### src/rtl/spi_sys_bus_master_if.sv
// Register-bus handshake between the SPI bridge (master) and a register
// responder (slave).
interface spi_sys_bus_master_if;
  logic [7:0] sys_addr;
  logic [7:0] sys_data_out;
  logic [7:0] sys_data_in;
  logic       sys_read_write;
  logic       sys_strobe;
  logic       sys_ack;

  modport master (
    output sys_addr,
    output sys_data_out,
    output sys_read_write,
    output sys_strobe,
    input  sys_data_in,
    input  sys_ack
  );

  modport slave (
    input  sys_addr,
    input  sys_data_out,
    input  sys_read_write,
    input  sys_strobe,
    output sys_data_in,
    output sys_ack
  );
endinterface

### src/rtl/spi_sys_bus_master.sv
// SPI mode-0 slave that bridges framed SPI commands onto a simple
// strobe/ack register bus. SPI inputs are oversampled by clk through
// 2-flop synchronizers; bus requests are bounded by a timeout.
module spi_sys_bus_master #(
  parameter int unsigned TIMEOUT_CYCLES = 16
) (
  input  logic clk,
  input  logic rst_n,
  input  logic spi_sck,
  input  logic spi_cs_n,
  input  logic spi_mosi,
  output logic spi_miso,
  output logic spi_miso_oe,
  output logic busy,
  output logic err_timeout,
  spi_sys_bus_master_if.master bus
);

  localparam logic [2:0] S_IDLE     = 3'd0;
  localparam logic [2:0] S_RX_CMD   = 3'd1;
  localparam logic [2:0] S_RX_ADDR  = 3'd2;
  localparam logic [2:0] S_RX_DATA  = 3'd3;
  localparam logic [2:0] S_TX_DUMMY = 3'd4;
  localparam logic [2:0] S_TX_DATA  = 3'd5;
  localparam logic [2:0] S_IGNORE   = 3'd6;

  localparam logic [0:0] B_IDLE = 1'b0;
  localparam logic [0:0] B_REQ  = 1'b1;

  localparam logic [7:0] CMD_READ  = 8'h00;
  localparam logic [7:0] CMD_WRITE = 8'h80;
  localparam logic [7:0] CMD_CLEAR = 8'h40;

  localparam logic [7:0] TMO_LIMIT = 8'(TIMEOUT_CYCLES);

  // Synchronizer and edge-detect state
  logic       sck_meta_r, sck_sync_r, sck_prev_r;
  logic       cs_meta_r, cs_sync_r, cs_prev_r;
  logic       mosi_meta_r, mosi_sync_r;
  logic [1:0] sync_vld_r;
  logic       cs_armed_r;

  // SPI framing state
  logic [2:0] spi_state_r;
  logic [2:0] bit_cnt_r;
  logic [6:0] rx_shift_r;
  logic       wr_r;
  logic [7:0] addr_r;
  logic [7:0] data_r;
  logic       issue_r;
  logic       clr_req_r;
  logic [7:0] tx_shift_r;
  logic       miso_r;
  logic       oe_r;

  // Bus state
  logic [0:0] bus_state_r;
  logic [7:0] tmo_cnt_r;
  logic [7:0] sys_addr_r;
  logic [7:0] sys_data_out_r;
  logic       sys_rw_r;
  logic       sys_strobe_r;
  logic [7:0] rd_data_r;
  logic       err_timeout_r;

  logic       sck_rise_s;
  logic       sck_fall_s;
  logic       cs_idle_s;
  logic       cs_fall_s;
  logic       byte_done_s;
  logic [7:0] rx_byte_s;
  logic       timeout_s;

  // Edge detection, frame qualification and timeout decode
  always_comb begin
    sck_rise_s  = sck_sync_r & ~sck_prev_r;
    sck_fall_s  = ~sck_sync_r & sck_prev_r;
    // Until cs_n has been seen high after reset, treat the bus as idle so a
    // frame already in flight at reset release is never joined half-way.
    cs_idle_s   = cs_sync_r | ~cs_armed_r;
    cs_fall_s   = cs_armed_r & cs_prev_r & ~cs_sync_r;
    rx_byte_s   = {rx_shift_r, mosi_sync_r};
    byte_done_s = sck_rise_s & (bit_cnt_r == 3'd7) & (spi_state_r != S_IDLE);
    timeout_s   = (bus_state_r == B_REQ) & ~bus.sys_ack & (tmo_cnt_r == TMO_LIMIT);
  end

  // Two-flop synchronizers plus the arm flag that gates cs_n edge detection
  always_ff @(posedge clk or negedge rst_n) begin
    if (!rst_n) begin
      sck_meta_r  <= 1'b0;
      sck_sync_r  <= 1'b0;
      sck_prev_r  <= 1'b0;
      cs_meta_r   <= 1'b1;
      cs_sync_r   <= 1'b1;
      cs_prev_r   <= 1'b1;
      mosi_meta_r <= 1'b0;
      mosi_sync_r <= 1'b0;
      sync_vld_r  <= 2'b00;
      cs_armed_r  <= 1'b0;
    end else begin
      sck_meta_r  <= spi_sck;
      sck_sync_r  <= sck_meta_r;
      sck_prev_r  <= sck_sync_r;
      cs_meta_r   <= spi_cs_n;
      cs_sync_r   <= cs_meta_r;
      cs_prev_r   <= cs_sync_r;
      mosi_meta_r <= spi_mosi;
      mosi_sync_r <= mosi_meta_r;
      sync_vld_r  <= {sync_vld_r[0], 1'b1};
      if (sync_vld_r[1] && cs_sync_r) begin
        cs_armed_r <= 1'b1;
      end
    end
  end

  // SPI frame FSM: byte assembly, command decode and bus-issue pulses
  always_ff @(posedge clk or negedge rst_n) begin
    if (!rst_n) begin
      spi_state_r <= S_IDLE;
      bit_cnt_r   <= 3'd0;
      rx_shift_r  <= 7'd0;
      wr_r        <= 1'b0;
      addr_r      <= 8'h00;
      data_r      <= 8'h00;
      issue_r     <= 1'b0;
      clr_req_r   <= 1'b0;
    end else begin
      issue_r   <= 1'b0;
      clr_req_r <= 1'b0;
      if (cs_idle_s) begin
        spi_state_r <= S_IDLE;
        bit_cnt_r   <= 3'd0;
      end else if (cs_fall_s) begin
        spi_state_r <= S_RX_CMD;
        bit_cnt_r   <= 3'd0;
      end else if (sck_rise_s && (spi_state_r != S_IDLE)) begin
        rx_shift_r <= rx_byte_s[6:0];
        bit_cnt_r  <= bit_cnt_r + 3'd1;
        if (byte_done_s) begin
          case (spi_state_r)
            S_RX_CMD: begin
              if (rx_byte_s == CMD_READ) begin
                wr_r        <= 1'b0;
                spi_state_r <= S_RX_ADDR;
              end else if (rx_byte_s == CMD_WRITE) begin
                wr_r        <= 1'b1;
                spi_state_r <= S_RX_ADDR;
              end else if (rx_byte_s == CMD_CLEAR) begin
                clr_req_r   <= 1'b1;
                spi_state_r <= S_IGNORE;
              end else begin
                spi_state_r <= S_IGNORE;
              end
            end
            S_RX_ADDR: begin
              addr_r <= rx_byte_s;
              if (wr_r) begin
                spi_state_r <= S_RX_DATA;
              end else begin
                issue_r     <= 1'b1;
                spi_state_r <= S_TX_DUMMY;
              end
            end
            S_RX_DATA: begin
              data_r      <= rx_byte_s;
              issue_r     <= 1'b1;
              spi_state_r <= S_IGNORE;
            end
            S_TX_DUMMY: spi_state_r <= S_TX_DATA;
            S_TX_DATA:  spi_state_r <= S_IGNORE;
            default:    spi_state_r <= S_IGNORE;
          endcase
        end
      end
    end
  end

  // MISO shifter: load on byte completion, shift out on each SCK falling edge
  always_ff @(posedge clk or negedge rst_n) begin
    if (!rst_n) begin
      tx_shift_r <= 8'h00;
      miso_r     <= 1'b0;
    end else if (cs_idle_s || cs_fall_s) begin
      tx_shift_r <= 8'h00;
      miso_r     <= 1'b0;
    end else if (byte_done_s) begin
      tx_shift_r <= (spi_state_r == S_TX_DUMMY) ? rd_data_r : 8'h00;
    end else if (sck_fall_s) begin
      miso_r     <= tx_shift_r[7];
      tx_shift_r <= {tx_shift_r[6:0], 1'b0};
    end
  end

  // MISO output enable follows the qualified chip select
  always_ff @(posedge clk or negedge rst_n) begin
    if (!rst_n) begin
      oe_r <= 1'b0;
    end else begin
      oe_r <= ~cs_idle_s;
    end
  end

  // Bus FSM: hold the request until ack or until the timeout budget is spent
  always_ff @(posedge clk or negedge rst_n) begin
    if (!rst_n) begin
      bus_state_r    <= B_IDLE;
      tmo_cnt_r      <= 8'd0;
      sys_addr_r     <= 8'h00;
      sys_data_out_r <= 8'h00;
      sys_rw_r       <= 1'b0;
      sys_strobe_r   <= 1'b0;
      rd_data_r      <= 8'h00;
    end else begin
      case (bus_state_r)
        B_IDLE: begin
          if (issue_r) begin
            sys_addr_r   <= addr_r;
            sys_rw_r     <= wr_r;
            if (wr_r) begin
              sys_data_out_r <= data_r;
            end
            sys_strobe_r <= 1'b1;
            tmo_cnt_r    <= 8'd1;
            bus_state_r  <= B_REQ;
          end
        end
        B_REQ: begin
          if (bus.sys_ack) begin
            if (!sys_rw_r) begin
              rd_data_r <= bus.sys_data_in;
            end
            sys_strobe_r <= 1'b0;
            bus_state_r  <= B_IDLE;
          end else if (tmo_cnt_r == TMO_LIMIT) begin
            if (!sys_rw_r) begin
              rd_data_r <= 8'hFF;
            end
            sys_strobe_r <= 1'b0;
            bus_state_r  <= B_IDLE;
          end else begin
            tmo_cnt_r <= tmo_cnt_r + 8'd1;
          end
        end
        default: begin
          sys_strobe_r <= 1'b0;
          bus_state_r  <= B_IDLE;
        end
      endcase
    end
  end

  // Sticky timeout flag; a timeout in the same cycle as a clear keeps it set
  always_ff @(posedge clk or negedge rst_n) begin
    if (!rst_n) begin
      err_timeout_r <= 1'b0;
    end else if (timeout_s) begin
      err_timeout_r <= 1'b1;
    end else if (clr_req_r) begin
      err_timeout_r <= 1'b0;
    end
  end

  assign spi_miso           = miso_r;
  assign spi_miso_oe        = oe_r;
  assign busy               = sys_strobe_r;
  assign err_timeout        = err_timeout_r;
  assign bus.sys_addr       = sys_addr_r;
  assign bus.sys_data_out   = sys_data_out_r;
  assign bus.sys_read_write = sys_rw_r;
  assign bus.sys_strobe     = sys_strobe_r;

endmodule
### src/flat_wrapper.sv
// flat-port wrapper written by rule: the top's interface ports become plain ports
module spi_sys_bus_master_flat 
#(
  parameter int unsigned TIMEOUT_CYCLES = 16
)
  (clk, rst_n, spi_sck, spi_cs_n, spi_mosi, spi_miso, spi_miso_oe, busy, err_timeout, bus_sys_addr, bus_sys_data_out, bus_sys_read_write, bus_sys_strobe, bus_sys_data_in, bus_sys_ack);
  spi_sys_bus_master_if bus_i ();
  input  logic clk;
  input  logic rst_n;
  input  logic spi_sck;
  input  logic spi_cs_n;
  input  logic spi_mosi;
  output logic spi_miso;
  output logic spi_miso_oe;
  output logic busy;
  output logic err_timeout;
  output wire logic [$bits(bus_i.sys_addr)-1:0] bus_sys_addr;
  output wire logic [$bits(bus_i.sys_data_out)-1:0] bus_sys_data_out;
  output wire logic [$bits(bus_i.sys_read_write)-1:0] bus_sys_read_write;
  output wire logic [$bits(bus_i.sys_strobe)-1:0] bus_sys_strobe;
  input wire logic [$bits(bus_i.sys_data_in)-1:0] bus_sys_data_in;
  input wire logic [$bits(bus_i.sys_ack)-1:0] bus_sys_ack;
  assign bus_sys_addr = bus_i.sys_addr;
  assign bus_sys_data_out = bus_i.sys_data_out;
  assign bus_sys_read_write = bus_i.sys_read_write;
  assign bus_sys_strobe = bus_i.sys_strobe;
  assign bus_i.sys_data_in = bus_sys_data_in;
  assign bus_i.sys_ack = bus_sys_ack;
  spi_sys_bus_master #(.TIMEOUT_CYCLES(TIMEOUT_CYCLES)) u_core (.clk(clk), .rst_n(rst_n), .spi_sck(spi_sck), .spi_cs_n(spi_cs_n), .spi_mosi(spi_mosi), .spi_miso(spi_miso), .spi_miso_oe(spi_miso_oe), .busy(busy), .err_timeout(err_timeout), .bus(bus_i));
endmodule
### config.mk
export PLATFORM = sky130hd
export DESIGN_NAME = spi_sys_bus_master_flat
export DESIGN_NICKNAME = d
export VERILOG_FILES = /design/src/rtl/spi_sys_bus_master_if.sv /design/src/rtl/spi_sys_bus_master.sv /design/src/flat_wrapper.sv
export SDC_FILE = /design/constraint.sdc
export NUM_CORES = 1
export LEC_CHECK = 0
export CORE_MARGIN = 2
export CORE_UTILIZATION = 55
export CTS_CLUSTER_DIAMETER = 30
export DETAILED_ROUTE_END_ITERATION = 16
export GPL_TIMING_DRIVEN = 0
export PLACE_DENSITY_LB_ADDON = 0.3
export RECOVER_POWER = 100
export SYNTH_ARGS = -nofsm -noshare
export SYNTH_HDL_FRONTEND = slang
export SYNTH_SLANG_ARGS = --single-unit
export TNS_END_PERCENT = 5
### constraint.sdc
create_clock -name clk -period 2.6 [get_ports clk]
set_input_delay 0.52 -clock clk [delete_from_list [all_inputs] [get_ports clk]]
set_output_delay 0.52 -clock clk [all_outputs]
set_load 0.005 [all_outputs]
==> Yosys cells after proc, flatten, opt, wreduce, memory -nomap -nowiden <==
Cells that the tools add are included.
{ "word_totals": {"wordCells": 137, "output_inout_bits": 22, "ff_bits": 89, "input_bits": 14} }
{ "op_classes": {"n_eq_ne": 13, "add_sub_neg": 2, "reduce_logical": 23, "n_mux": 52, "bitwise_logic": 18} }
{ "ops": {"columns": ["op", "count"], "rows": [
  ["$mux W8", 11],
  ["$mux W3", 10],
  ["$mux W1", 26],
  ["$pmux W8 S2", 1],
  ["$reduce_and A3 Y1", 4],
  ["$reduce_bool A3 Y1", 4],
  ["$reduce_and A5 Y1", 2],
  ["$not A1 Y1", 9],
  ["$pmux W3 S3", 1],
  ["$add A8 B1 Y8 const B", 1],
  ["$and A1 B1 Y1", 8],
  ["$eq A8 B5 Y1 const B", 1],
  ["$eq A8 B7 Y1 const B", 1],
  ["$eq A8 B8 Y1 const B", 1],
  ["$logic_not A8 Y1", 1],
  ["$reduce_and A2 Y1", 4],
  ["$reduce_bool A2 Y1", 4],
  ["$eq A3 B2 Y1 const B", 2],
  ["$eq A3 B3 Y1 const B", 2],
  ["$ne A2 B2 Y1 const B", 3],
  ["$pmux W1 S2", 3],
  ["$reduce_and A6 Y1", 1],
  ["$add A3 B1 Y3 const B", 1],
  ["$eq A3 B1 Y1 const B", 1],
  ["other kinds (5)", 6]
]} }

==> Depth between registers and ports, before layout <==
{ "depth": {"word_depth": 9, "ltp_mapped": 6} }

==> Least setup slack after synthesis <==
OpenSTA, ideal clock, no wires.
{ "synth_path": {"kind": "register to register", "start": "register u_core.cs_sync_r", "end": "register u_core.addr_r[0]", "n_path_buf": 2, "setup_ps": 125, "required_time_ps": 2475, "period_less_slack_ps": 1824, "t_arrival_ps": 1699, "path_stages_with_launch": 7, "setup_slack_ps": 776, "cell_sequence": "dfstp_2 > or3b_1 > buf_6 > nor3_4 > and4b_2 > buf_4 > mux2_2"} }
{ "synth_via": {"elab_chain_cells": 4, "word_cells_on_any_way": 6, "cone_classes": "bitwise: 5; reduce/logical: 1"} }
{ "synth_lines": {"columns": ["element", "line", "source"], "rows": [
  ["start: declaration", "spi_sys_bus_master.sv:38", "logic cs_meta_r, cs_sync_r, cs_prev_r;"],
  ["start signal: assignment", "spi_sys_bus_master.sv:105", "cs_sync_r <= cs_meta_r;"],
  ["$not A1 Y1", "spi_sys_bus_master.sv:81", "cs_fall_s = cs_armed_r & cs_prev_r & ~cs_sync_r;"],
  ["$and A1 B1 Y1", "spi_sys_bus_master.sv:81", null],
  ["$not A1 Y1 (no source line)", null, null],
  ["$reduce_and A5 Y1 (no source line) *", null, null],
  ["end signal: assignment", "spi_sys_bus_master.sv:156", "addr_r <= rx_byte_s;"],
  ["end: declaration", "spi_sys_bus_master.sv:48", "logic [7:0] addr_r;"]
]} }
Mark *: on every way between the ends. The rest lies on a longest branch, timed or not.
A chain may end at the register's enable or synchronous reset.

==> Final worst setup path <==
{ "layout_path": {"start": "register u_core.spi_state_r[1]", "end": "register u_core.data_r[7]"} }
{ "layout_via": {"elab_chain_cells": 3, "word_cells_on_any_way": 5, "cone_classes": "eq/ne: 1; bitwise: 1; reduce/logical: 3"} }
{ "layout_lines": {"columns": ["element", "line", "source"], "rows": [
  ["start: declaration", "spi_sys_bus_master.sv:44", "logic [2:0] spi_state_r;"],
  ["start signal: assignment", "spi_sys_bus_master.sv:119", "spi_state_r <= S_IDLE;"],
  ["start signal: assignment", "spi_sys_bus_master.sv:131", "spi_state_r <= S_IDLE;"],
  ["start signal: assignment", "spi_sys_bus_master.sv:134", "spi_state_r <= S_RX_CMD;"],
  ["$reduce_bool A3 Y1", "spi_sys_bus_master.sv:83, spi_sys_bus_master.sv:136", null],
  ["$and A1 B1 Y1 or $logic_and A1 B1 Y1 (tied branches)", "spi_sys_bus_master.sv:83, spi_sys_bus_master.sv:136", null],
  ["$reduce_and A5 Y1 (no source line) *", null, null],
  ["end signal: assignment", "spi_sys_bus_master.sv:165", "data_r <= rx_byte_s;"],
  ["end: declaration", "spi_sys_bus_master.sv:49", "logic [7:0] data_r;"]
]} }
Marked as above.

==> results.md <==
* Fin cells at a little over 400
* Placed Cells incl. Taps at roughly 400
* Yosys reg bits at 89
* Final setup TNS at 0 ns
* Routed wire per std cell at approximately 15 um
* Worst clock skew at around 0.011 ns
* Pre-CTS setup slack at between 0.5 and 0.6 ns
* Post-synth EDFFs at 0
* Cells after Synth at between 200 and 300
* Asr flop ratio synth at 1.000
* Synth-to-layout area growth at 18.60%
* Width of the die at ~86 um
* Die Y at ~86 um
* Pre-Repair DR Iteration Count at 4
* Most used DFF post-synth: dfrtp_1
* Fillers at around 460
* Clk buf depth at 2
* CP startpoint kind: register
* Setup Buffers After CTS at 0
* Min setup slack post-route at about 0.44 ns
* Root Driver: clkbuf_8
* Worst-path maximum fanout at 10
* HP Class: reg2reg
* RD Place Congestion at around 0.75
* Core area at about 6400 um^2
* Final period utilization at 0.8290
* H-tree Lvls at 3
* Outcome: complete, but fails checks
* Row count at 29
* Req. time, crit path at 2.84 ns
* Global Route Usage Sum at 0.1833
* Highest clock rate at about 0.46 GHz
* Via density at 5.445
* WL final at about 6200 um
* Leak at 0.002127 uW
* Total congestion overflow at 0
* Antenna Nets Post-Route at 0
* DP HPWL at ~4200 um
* Post-layout util at 0.6795
* WHS at 0.3537 ns
* Reg clk slew, reported paths at roughly 0.09 ns
* Cell Area, Synth at about 3700 um^2
* Post-CTS sizing at 0
* Hold Path Origin: u_core.mosi_meta_r$_DFF_PN0_
* Violated checks: capacitance limit, slew limit
* Crit path kind: reg2reg
* Initial antenna violation count at 0
* PortBufs at 35
* Yosys warns at 0
* Avg Cell Area, Syn at roughly 13 um^2
* CTS sink count at 89
* Hold-critical path depth at 0
* R2R depth at 6
* First-pass GRT wire length at approximately 11000 um
* Pwr/cell area at slightly above 600 nW/um^2
* Final hold violations at 0
* Reg-to-Reg End: u_core.data_r[7]$_DFFE_PN0P_
* Max Cap Viol at 1
* Drt drc at 0
* CTS tree: yes
* Crit end category: register
* Initial core utilization at 0.5729
* Fin. max-slew vios at 34
* Reg-to-Reg Start: u_core.spi_state_r[1]$_DFFE_PN0P_
* Hold EP: u_core.mosi_sync_r$_DFF_PN0_
* Rel. slew slack at -0.2659
* Final setup viols at 0
* Period minus WS final at roughly 2.2 ns
* Reg2reg setup slack at 0.44 ns
* Vias in the first global route at between 2k and 2.5k
* Iteration-0 DRC Markers at roughly 110
* Die ar. at ~7300 um^2
* DR vias at 2238
* CTS buffer count at 9
* CTS Hold Bufs at 0
* Share of cells above drive strength 1 at 0.2036
* Mapped Nets at 300
* Sequential element share of the synthesized area at 0.6098
* Post-layout net count at 347
* VDD IR-drop max at 0.5976 mV
* # IOs at 36
* N_diodes at 0
* WP data arrival at roughly 2.4 ns
* Largest net degree at the start of global routing at 57
* RSZ-0062 raised after global routing: no
* Worst slew pin tran at about 1.9 ns
* Latest clock arrival within the worst-skew pair at about 0.36 ns
* Library cells used by synthesis at 50
[cells by family after synthesis]
kind of cell               count (synthesis)  share of synthesized area
buffers and inverters                     16                    0.02804
AOI/OAI and AO/OA                         38                    0.07763
adders and majority gates                  4                    0.01368
xor gates and xnor gates                   6                    0.01436
other                                      1                   0.001025
and+or+nand+nor                           90                     0.1406
muxes                                     38                     0.1149
DFF                                       89                     0.6098
[registers in the layout (all words and copies together), names as in the netlist, 2 cells and up]
register,cells
u_core.spi_state_r,3
u_core.bus.sys_data_out,8
u_core.rx_shift_r,7
u_core.sync_vld_r,2
u_core.tmo_cnt_r,8
u_core.rd_data_r,8
u_core.addr_r,8
u_core.bus.sys_addr,8
u_core.bit_cnt_r,3
u_core.data_r,8
u_core.tx_shift_r,8
[synth_stat cells (4+ instances only)]
| library cell | number | share of area |
|---|---|---|
| a2bb2oi_1 | 7 | 0.017 |
| inv_1 | 7 | 0.0072 |
| o22a_1 | 8 | 0.019 |
| mux2_2 | 32 | 0.098 |
| nand2_1 | 45 | 0.046 |
| dfrtp_1 | 86 | 0.59 |
| mux2i_1 | 6 | 0.016 |
| o21ai_0 | 9 | 0.012 |
| nor2_1 | 11 | 0.011 |
| nand3b_1 | 4 | 0.0082 |
| xor2_1 | 4 | 0.0096 |
| ha_1 | 4 | 0.014 |
[cells in the final DEF (no fill, tap or decap), types with 4 or more instances in the layout]
cell type        instances
clkbuf_1                 4
a2bb2oi_1                7
mux2_2                  32
inv_1                    7
nand2_1                 45
clkbuf_8                11
o21ai_0                  9
dfrtp_1                 86
mux2i_1                  6
dlygate4sd3_1           25
nand3b_1                 4
ha_1                     4
nor2_1                  11
xor2_1                   4
clkdlybuf4s50_1          9
o22a_1                   8
[metrics by stage]
step	instance area (um^2)	power [uW]
2_1_floorplan	3659	1585
3_3_place_gp	4105	1661
3_5_place_dp	4130	1673
4_1_cts	4354	2719
5_1_grt	4339	2796
6_report	4339	2690
[area by class of cell]
type                       instances  area [um^2]  area share
buffer                             9        76.32     0.01759
tap                               77        96.34     0.02220
sequential                        89         2231      0.5141
clock inverter                     7        100.1     0.02307
inverter                           7        26.28    0.006055
clock buffer                       9        123.9     0.02855
timing repair buffer              36        371.6     0.08564
multi-input combinational        177         1314      0.3028
[worst max-delay path, cell delays in order, from the launching register on]
cell and delay (ns):
dfrtp_1 0.38, clkbuf_8 0.16, nor3_1 0.70, nor3_4 0.11, buf_6 0.19, nand4_4 0.16, mux2_2 0.35
[where the power goes]
group          leakage [uW]  total [uW]  switching, uW  internal, uW
combinational      0.000847         160           78.4          81.5
clock              0.000115        1050            502           551
sequential          0.00117        1480           40.3          1440
[worst max-delay path by stage]
| stage | startpoint | to | slack, ns | cells past startpoint |
|---|---|---|---|---|
| final | u_core.spi_state_r[1]$_DFFE_PN0P_ | u_core.data_r[7]$_DFFE_PN0P_ | 0.44 | 6 |
| after floorplan | u_core.cs_sync_r$_DFF_PN1_ | u_core.addr_r[0]$_DFFE_PN0P_ | 0.78 | 6 |
| after global placement | rst_n | u_core.tmo_cnt_r[7]$_DFFE_PN0P_ | -2.12 | 1 |
| after CTS | u_core.tmo_cnt_r[0]$_DFFE_PN0P_ | u_core.rd_data_r[2]$_DFFE_PN0P_ | 0.56 | 6 |
| after global routing | u_core.spi_state_r[1]$_DFFE_PN0P_ | u_core.data_r[7]$_DFFE_PN0P_ | 0.30 | 6 |
| after detailed placement | u_core.tmo_cnt_r[0]$_DFFE_PN0P_ | u_core.rd_data_r[0]$_DFFE_PN0P_ | 0.58 | 6 |
[per-layer routing]
layer  global-route usage  share of wire
met2               0.2706           0.44
met3              0.04331          0.037
met1               0.2605           0.51
met4              0.08369          0.020
met5                    0              0
Note: power is estimated with default switching activity, not from simulation.
